[src/rtl/hamming_pkg.sv]
// Shared constants and helpers for the SECDED Hamming stream codec:
// parity-count derivation, codeword width and the data-bit <-> position maps.
package hamming_pkg;

    typedef enum logic {
        MODE_ENC = 1'b0,
        MODE_DEC = 1'b1
    } mode_e;

    // Smallest P with 2^P >= DATA_W + P + 1.
    function automatic int calc_p(input int data_w);
        int p;
        p = 1;
        for (int i = 0; i < 8; i++) begin
            if ((1 << p) < data_w + p + 1) begin
                p++;
            end
        end
        return p;
    endfunction

    function automatic int calc_code_w(input int data_w);
        return data_w + calc_p(data_w) + 1;
    endfunction

    function automatic bit is_pow2(input int v);
        return (v > 0) && ((v & (v - 1)) == 0);
    endfunction

    // Codeword position of data bit idx (positions 3,5,6,7,9,...).
    function automatic int data_pos(input int idx);
        int n;
        int pos;
        n   = 0;
        pos = 0;
        for (int p = 3; p < 128; p++) begin
            if (!is_pow2(p)) begin
                if (n == idx && pos == 0) begin
                    pos = p;
                end
                n++;
            end
        end
        return pos;
    endfunction

    // Inverse map: data-bit index carried at a non-parity position.
    function automatic int data_idx(input int pos);
        int n;
        n = 0;
        for (int p = 1; p < pos; p++) begin
            if (!is_pow2(p)) begin
                n++;
            end
        end
        return n;
    endfunction

endpackage

[src/rtl/hamming_syndrome.sv]
// Combinational syndrome/parity of a codeword: XOR of the indices of all set
// bits in positions 1..CODE_W-1, and the XOR of every bit.
module hamming_syndrome
    import hamming_pkg::*;
#(
    parameter int DATA_W = 4,
    localparam int P      = calc_p(DATA_W),
    localparam int CODE_W = calc_code_w(DATA_W)
) (
    input  logic [CODE_W-1:0] code_i,
    output logic [P-1:0]      syndrome_o,
    output logic              parity_o
);

    logic [P-1:0] term [CODE_W];

    generate
        for (genvar gi = 0; gi < CODE_W; gi++) begin : g_term
            if (gi == 0) begin : g_zero
                assign term[gi] = '0;
            end else begin : g_idx
                assign term[gi] = code_i[gi] ? P'(gi) : '0;
            end
        end
    endgenerate

    always_comb begin
        syndrome_o = '0;
        for (int i = 0; i < CODE_W; i++) begin
            syndrome_o = syndrome_o ^ term[i];
        end
    end

    assign parity_o = ^code_i;

endmodule

[src/rtl/hamming_secded_stream.sv]
// Two-stage streaming SECDED encoder/decoder with per-beat mode, valid/ready
// flow control and saturating error counters.
module hamming_secded_stream
    import hamming_pkg::*;
#(
    parameter int DATA_W = 4,
    localparam int P      = calc_p(DATA_W),
    localparam int CODE_W = calc_code_w(DATA_W)
) (
    input  logic              clk,
    input  logic              rst,
    input  logic              in_valid,
    output logic              in_ready,
    input  logic              in_mode,
    input  logic [CODE_W-1:0] in_word,
    output logic              out_valid,
    input  logic              out_ready,
    output logic [CODE_W-1:0] out_word,
    output logic              out_mode,
    output logic              out_err_single,
    output logic              out_err_double,
    output logic [P-1:0]      out_syndrome,
    input  logic              clr_cnt,
    output logic [15:0]       cnt_corrected,
    output logic [15:0]       cnt_uncorrectable
);

    localparam logic [P:0] LAST_POS = (P+1)'(CODE_W - 1);

    logic en;

    // Stage 1 signals
    logic [CODE_W-1:0] scatter_word;
    logic [CODE_W-1:0] s1_word_d, s1_word_q;
    logic [P-1:0]      s1_syn_d, s1_syn_q;
    logic              s1_par_d, s1_par_q;
    logic              s1_valid_q;
    mode_e             s1_mode_q;

    // Stage 2 signals
    logic [CODE_W-1:0] enc_code;
    logic [CODE_W-1:0] flip_mask, corrected;
    logic [DATA_W-1:0] dec_data;
    logic              syn_in_range, dec_single, dec_double;
    logic [CODE_W-1:0] out_word_d, out_word_q;
    logic [P-1:0]      out_syn_d, out_syn_q;
    logic              out_single_d, out_single_q;
    logic              out_double_d, out_double_q;
    mode_e             out_mode_d, out_mode_q;
    logic              out_valid_q;

    logic [15:0] cnt_corr_d, cnt_corr_q;
    logic [15:0] cnt_unc_d, cnt_unc_q;
    logic        delivered;

    assign en       = !out_valid_q || out_ready;
    assign in_ready = en;

    // Encode beats run the syndrome unit over data placed at its positions
    // with zeroed parity slots, which yields the Hamming parity bits directly.
    generate
        for (genvar gi = 0; gi < CODE_W; gi++) begin : g_scatter
            if (gi == 0 || is_pow2(gi)) begin : g_par
                assign scatter_word[gi] = 1'b0;
            end else begin : g_dat
                assign scatter_word[gi] = in_word[data_idx(gi)];
            end
        end
    endgenerate

    assign s1_word_d = (mode_e'(in_mode) == MODE_DEC) ? in_word : scatter_word;

    hamming_syndrome #(.DATA_W(DATA_W)) u_syndrome (
        .code_i    (s1_word_d),
        .syndrome_o(s1_syn_d),
        .parity_o  (s1_par_d)
    );

    always_ff @(posedge clk or posedge rst) begin
        if (rst) begin
            s1_valid_q <= 1'b0;
            s1_mode_q  <= MODE_ENC;
            s1_word_q  <= '0;
            s1_syn_q   <= '0;
            s1_par_q   <= 1'b0;
        end else if (en) begin
            s1_valid_q <= in_valid;
            s1_mode_q  <= mode_e'(in_mode);
            s1_word_q  <= s1_word_d;
            s1_syn_q   <= s1_syn_d;
            s1_par_q   <= s1_par_d;
        end
    end

    // Overall parity of an encoded word = data parity ^ Hamming parity bits.
    generate
        for (genvar gi = 0; gi < CODE_W; gi++) begin : g_enc
            if (gi == 0) begin : g_all
                assign enc_code[gi] = s1_par_q ^ (^s1_syn_q);
            end else if (is_pow2(gi)) begin : g_ham
                assign enc_code[gi] = s1_syn_q[$clog2(gi)];
            end else begin : g_dat
                assign enc_code[gi] = s1_word_q[gi];
            end
        end
    endgenerate

    assign syn_in_range = ({1'b0, s1_syn_q} <= LAST_POS);
    assign dec_single   = s1_par_q && syn_in_range;
    assign dec_double   = s1_par_q ? !syn_in_range : (s1_syn_q != '0);
    assign flip_mask    = dec_single ? (CODE_W'(1) << s1_syn_q) : '0;
    assign corrected    = s1_word_q ^ flip_mask;

    generate
        for (genvar gi = 0; gi < DATA_W; gi++) begin : g_extract
            assign dec_data[gi] = corrected[data_pos(gi)];
        end
    endgenerate

    always_comb begin
        out_word_d   = enc_code;
        out_syn_d    = '0;
        out_single_d = 1'b0;
        out_double_d = 1'b0;
        out_mode_d   = s1_mode_q;
        if (s1_mode_q == MODE_DEC) begin
            out_word_d   = {{(CODE_W-DATA_W){1'b0}}, dec_data};
            out_syn_d    = s1_syn_q;
            out_single_d = dec_single;
            out_double_d = dec_double;
        end
    end

    always_ff @(posedge clk or posedge rst) begin
        if (rst) begin
            out_valid_q  <= 1'b0;
            out_word_q   <= '0;
            out_mode_q   <= MODE_ENC;
            out_single_q <= 1'b0;
            out_double_q <= 1'b0;
            out_syn_q    <= '0;
        end else if (en) begin
            out_valid_q  <= s1_valid_q;
            out_word_q   <= out_word_d;
            out_mode_q   <= out_mode_d;
            out_single_q <= out_single_d;
            out_double_q <= out_double_d;
            out_syn_q    <= out_syn_d;
        end
    end

    assign delivered = out_valid_q && out_ready && (out_mode_q == MODE_DEC);

    always_comb begin
        cnt_corr_d = cnt_corr_q;
        cnt_unc_d  = cnt_unc_q;
        if (clr_cnt) begin
            cnt_corr_d = '0;
            cnt_unc_d  = '0;
        end else begin
            if (delivered && out_single_q && cnt_corr_q != 16'hFFFF) begin
                cnt_corr_d = cnt_corr_q + 16'd1;
            end
            if (delivered && out_double_q && cnt_unc_q != 16'hFFFF) begin
                cnt_unc_d = cnt_unc_q + 16'd1;
            end
        end
    end

    always_ff @(posedge clk or posedge rst) begin
        if (rst) begin
            cnt_corr_q <= '0;
            cnt_unc_q  <= '0;
        end else begin
            cnt_corr_q <= cnt_corr_d;
            cnt_unc_q  <= cnt_unc_d;
        end
    end

    assign out_valid         = out_valid_q;
    assign out_word          = out_word_q;
    assign out_mode          = out_mode_q;
    assign out_err_single    = out_single_q;
    assign out_err_double    = out_double_q;
    assign out_syndrome      = out_syn_q;
    assign cnt_corrected     = cnt_corr_q;
    assign cnt_uncorrectable = cnt_unc_q;

endmodule

[config.mk]
export PLATFORM = sky130hd
export DESIGN_NAME = hamming_secded_stream
export DESIGN_NICKNAME = d
export VERILOG_FILES = /design/src/rtl/hamming_pkg.sv /design/src/rtl/hamming_syndrome.sv /design/src/rtl/hamming_secded_stream.sv
export SDC_FILE = /design/constraint.sdc
export NUM_CORES = 1
export LEC_CHECK = 0
export ABC_AREA = 1
export ABC_CLOCK_PERIOD_IN_PS = 1650
export BUFFER_PORTS_ARGS = -buffer_cell sky130_fd_sc_hd__buf_2
export CAP_MARGIN = 20
export CORE_MARGIN = 8
export CORE_UTILIZATION = 49
export CTS_CLUSTER_SIZE = 25
export DETAILED_ROUTE_END_ITERATION = 8
export PLACE_DENSITY = 0.72
export SLEW_MARGIN = 20
export SYNTH_ARGS = -nofsm -noshare
export SYNTH_HDL_FRONTEND = slang
export SYNTH_SLANG_ARGS = --single-unit
export TNS_END_PERCENT = 1
[constraint.sdc]
create_clock -name clk -period 1.65 [get_ports clk]
set_input_delay 0 -clock clk [delete_from_list [all_inputs] [get_ports clk]]
set_output_delay 0 -clock clk [all_outputs]
set_load 0.005 [all_outputs]
==> run summary <==
POWER
----------------------------------------------------------------------------------------------------
Reg power frac ........................................................................        41.0%
Total internal power ..................................................................      2915 uW
Overall power consumption .............................................................      3978 uW
Sw Share ..............................................................................       26.72%
Power share of the clock group ........................................................        42.9%
Maximum resistive drop on vdd .........................................................     499.8 uV
Power share of the combinational group ................................................        16.1%
Static Leakage ........................................................................  0.002346 uW
P per Cell Area ....................................................................... 901.1 mW/mm^2
Sw power ..............................................................................      1063 uW

SYNTH
----------------------------------------------------------------------------------------------------
Simple-gate share of the synthesized area .............................................       37.62%
Synthesized netlist net count .........................................................          506
Xor and xnor area share after synthesis ...............................................       5.344%
Post-Synthesis Mean Instance Area .....................................................  7.082 sq um
Number of enable-type register cells in the synthesized netlist .......................            0
Mux cell area share after synthesis ...................................................           0%
Warning count from the yosys run ......................................................            0
Sequential element share of the synthesized area ......................................       41.44%
Adder-cell share of the synthesized area ..............................................       2.181%
Proportion of synthesized flip-flops having asynchronous set or reset .................       100.0%
Top FF cell, synth .................................................................... sky130_fd_sc_hd__dfrtp_1
Share of the synthesized area in compound gates (AO/OA/AOI/OAI) .......................       6.688%
Summed instance area of the synthesized netlist ....................................... 0.003442 sq mm
Synthesized instance count ............................................................          486
Unique masters post-synth .............................................................           29
Dominant combinational cell family by area after synthesis ............................ simple AND/OR/NAND/NOR gates
Number of synthesized register bits ...................................................           57

ROUTING
----------------------------------------------------------------------------------------------------
Routed length per instance ............................................................     13.20 um
Initial detailed-routing violation count ..............................................          153
First-pass detailed-route iteration total .............................................            5
Via Count .............................................................................        3,448
Number of antenna-violating nets in the routed design .................................            0
Via density ...........................................................................        5.071
Post-route DRC violation count ........................................................            0
Aggregate routed wire length ..........................................................      8973 um

WORST SETUP PATH
----------------------------------------------------------------------------------------------------
Type of the worst setup path .......................................................... register to register
Maximum fanout along the worst path ...................................................           11
Sort of element at the start of the critical path .....................................     register
Worst EP arrival ......................................................................      1.87 ns
Crit path required time ...............................................................      1.88 ns
Register-to-register setup slack ......................................................     0.009 ns
Worst setup EP type ...................................................................     register

GLOBAL ROUTING
----------------------------------------------------------------------------------------------------
Via count of the first global-routing pass ............................................        3,335
All-Layer GR Usage ....................................................................       18.51%
Wire length of the first global-routing pass ..........................................    15,010 um
Pin count of the biggest net entering global routing ..................................           58
Antenna violations before repair ......................................................            0
GRT Residual Overflow .................................................................            0

FLOORPLAN
----------------------------------------------------------------------------------------------------
Area inside the core boundary ......................................................... 0.006794 sq mm
Top-level port count ..................................................................           62
Die outline area ...................................................................... 0.009962 sq mm
Num rows ..............................................................................           30
Initial Utilization ...................................................................       50.66%
Horiz. Die Dim ........................................................................     99.81 um
Y dimension of the die ................................................................     99.81 um

PLACED DESIGN
----------------------------------------------------------------------------------------------------
Area after DPL ........................................................................ 0.003981 sq mm
Weighted congestion reported at the end of routability-driven placement ...............       0.9034
Worst Setup Slack post-DPL ............................................................   -0.1163 ns
Detail Placement HPWL .................................................................      6420 um
Port bufs .............................................................................           61

CELLS AND AREA
----------------------------------------------------------------------------------------------------
Summed area of non-filler cells in the final layout ................................... 0.004414 sq mm
Share of the core filled with cells in the final layout ...............................       64.97%
Antenna Cells .........................................................................            0
Layout Nets ...........................................................................          599
Relative area change from synthesis to final layout ...................................       28.24%
Filler instances ......................................................................          590
Ratio of cells with drive above 1 in the final layout .................................       22.26%

STA
----------------------------------------------------------------------------------------------------
Transition time of the tightest slew-check pin ........................................    0.4331 ns
Worst clock skew ......................................................................  0.006390 ns
Final setup violation count ...........................................................            0
Worst-case setup margin in the final layout ...........................................  0.008915 ns
Pins Over Slew Limit ..................................................................            0
RSZ-0062 raised after global routing ..................................................          yes
Max_slew headroom .....................................................................       71.05%
Shortest period the worst path allows .................................................     1.641 ns
Count of endpoints failing hold in the final timing report ............................            0
Fin crit share ........................................................................       99.46%
Fmax ..................................................................................    609.4 MHz

HOLD PATH
----------------------------------------------------------------------------------------------------
Hold Path Class ....................................................................... input port to register

CLOCK NETWORK
----------------------------------------------------------------------------------------------------
TritonCTS clock tree ..................................................................          yes
Clock-pin slew reported for the worst setup and hold paths after clock tree synthesis .      0.07 ns
Master cell of the clock root buffer .................................................. sky130_fd_sc_hd__clkbuf_8
Level count of the clock H-tree .......................................................            3
Number of buffers created by CTS ......................................................            9
Max Root-Sink Buffers .................................................................            2
Clock Latency Late Sink ...............................................................      0.34 ns
CTS Sinks .............................................................................           57

FLOW RUN
----------------------------------------------------------------------------------------------------
Max_cap viols .........................................................................            0

STATUS
----------------------------------------------------------------------------------------------------
Outcome ............................................................................... complete, no violations

==> through the flow <==
| step | hold slack, ns | cells | setup TNS (ns) |
|---|---|---|---|
| 3_3_place_gp | 0.08085 | 652 | -0.1921 |
| 5_1_grt | 0.09420 | 680 | -0.7802 |
| 4_1_cts | 0.04692 | 672 | -0.1107 |
| 2_1_floorplan | 0.1210 | 486 | 0 |
| 3_5_place_dp | 0.08146 | 652 | -1.429 |
| 6_report | 0.04625 | 680 | 0 |
==> what timing repair did <==
item	CTS	global route
endpoints found under the setup margin	22	28
endpoints found under the hold margin	58	0
cloned	2	0
pin swaps	2	13
gates resized for setup	4	16
hold buffers	2	0
buffers inserted	0	9
==> critical path: stages, from the launching register on <==
cell and delay (ns):
sky130_fd_sc_hd__dfrtp_2 0.44, sky130_fd_sc_hd__ha_4 0.19, sky130_fd_sc_hd__nand2_4 0.07, sky130_fd_sc_hd__nor2_4 0.05, sky130_fd_sc_hd__nand2_2 0.09, sky130_fd_sc_hd__nor2_4 0.05
sky130_fd_sc_hd__a21boi_4 0.38, sky130_fd_sc_hd__nor2_4 0.11, sky130_fd_sc_hd__nand2_1 0.09, sky130_fd_sc_hd__nand2_1 0.05
==> logic make-up (layout without fill, tap and decap cells) <==
logic type | Yosys count | in the layout
xor gates and xnor gates | 21 | 21
AOI/OAI and AO/OA | 40 | 40
buffers and inverters | 59 | 155
and+or+nand+nor | 303 | 305
DFF | 57 | 57
adders and majority gates | 6 | 6
==> cell usage after synthesis, types with 2 or more instances <==
cell                       instances  area share (%)
sky130_fd_sc_hd__ha_1              6             2.2
sky130_fd_sc_hd__nand4_1          17             3.1
sky130_fd_sc_hd__nand3b_1          3            0.65
sky130_fd_sc_hd__nand3_1          37             5.4
sky130_fd_sc_hd__inv_1            46             5.0
sky130_fd_sc_hd__xnor2_1           6             1.5
sky130_fd_sc_hd__nor2_1           49             5.3
sky130_fd_sc_hd__xor2_1           15             3.8
sky130_fd_sc_hd__dfrtp_1          57              41
sky130_fd_sc_hd__nor3_1            3            0.44
sky130_fd_sc_hd__nand2_1         184              20
sky130_fd_sc_hd__o21bai_1          2            0.44
sky130_fd_sc_hd__and2_1            2            0.36
sky130_fd_sc_hd__clkinv_1          2            0.22
sky130_fd_sc_hd__o21ai_1           5            0.73
sky130_fd_sc_hd__a21oi_1           4            0.58
sky130_fd_sc_hd__nor2_4            3            0.98
sky130_fd_sc_hd__clkbuf_1          8            0.87
sky130_fd_sc_hd__o22ai_1           2            0.36
sky130_fd_sc_hd__o21ai_0          24             3.5
sky130_fd_sc_hd__nor2_2            2            0.36
sky130_fd_sc_hd__buf_2             2            0.29
==> flip-flops by register name, summed over array words and instances, names as in the netlist, 3 cells and up <==
register and count:
s1_syn_q 3, s1_word_q 4, out_word 8, cnt_uncorrectable 16, out_syndrome 3, cnt_corrected 16
==> final timing paths <==
check                                      from                    end  depth (start not counted)
max                        cnt_uncorrectable[1]   cnt_uncorrectable[5]                          9
min                                  in_word[7]           s1_word_q[7]                          5
max reg2reg                cnt_uncorrectable[1]   cnt_uncorrectable[5]                          9
min reg2reg                          s1_valid_q              out_valid                          2
max in group asynchronous                   rst   cnt_uncorrectable[1]                          4
min in group asynchronous                   rst  cnt_uncorrectable[12]                          4
==> metal layers <==
| metal | track usage, % | up-vias | routed length (um) |
|---|---|---|---|
| met1 | 22.33 | 1594 | 3905 |
| li1 | - | 1735 | - |
| met5 | 0 | - | 0 |
| met4 | 7.800 | 0 | 201 |
| met2 | 30.94 | 95 | 4387 |
| met3 | 4.221 | 24 | 478 |
==> layout make-up <==
class	count	area, sq um	share of cell area (%)
Inverter	48	180.2	4.082
Timing Repair Buffer	91	551.8	12.50
Sequential cell	57	1430	32.40
Tap cell	96	120.1	2.721
Clock buffer	12	165.2	3.741
Multi-Input combinational cell	372	1869	42.35
Clock inverter	4	97.59	2.211
==> power by group through the flow <==
stage               clock (uW)  combinational, uW  sequential (uW)
global route              1780                744             1650
CTS                       1720                636             1630
floorplan                    0                397             1640
detailed placement           0                621             1660
global placement             0                608             1650
finish                    1710                639             1630
==> placed cells by master, fill, tap and decap left out, types with 6 or more instances in the layout <==
master,n
sky130_fd_sc_hd__inv_1,45
sky130_fd_sc_hd__clkbuf_8,12
sky130_fd_sc_hd__nand2_1,180
sky130_fd_sc_hd__xor2_1,15
sky130_fd_sc_hd__dfrtp_1,54
sky130_fd_sc_hd__buf_2,61
sky130_fd_sc_hd__buf_4,26
sky130_fd_sc_hd__nor2_1,46
sky130_fd_sc_hd__o21ai_0,24
sky130_fd_sc_hd__nand4_1,17
sky130_fd_sc_hd__nor2_4,7
sky130_fd_sc_hd__nand3_1,37
sky130_fd_sc_hd__xnor2_1,6
Power figures use the tool's default switching activity.
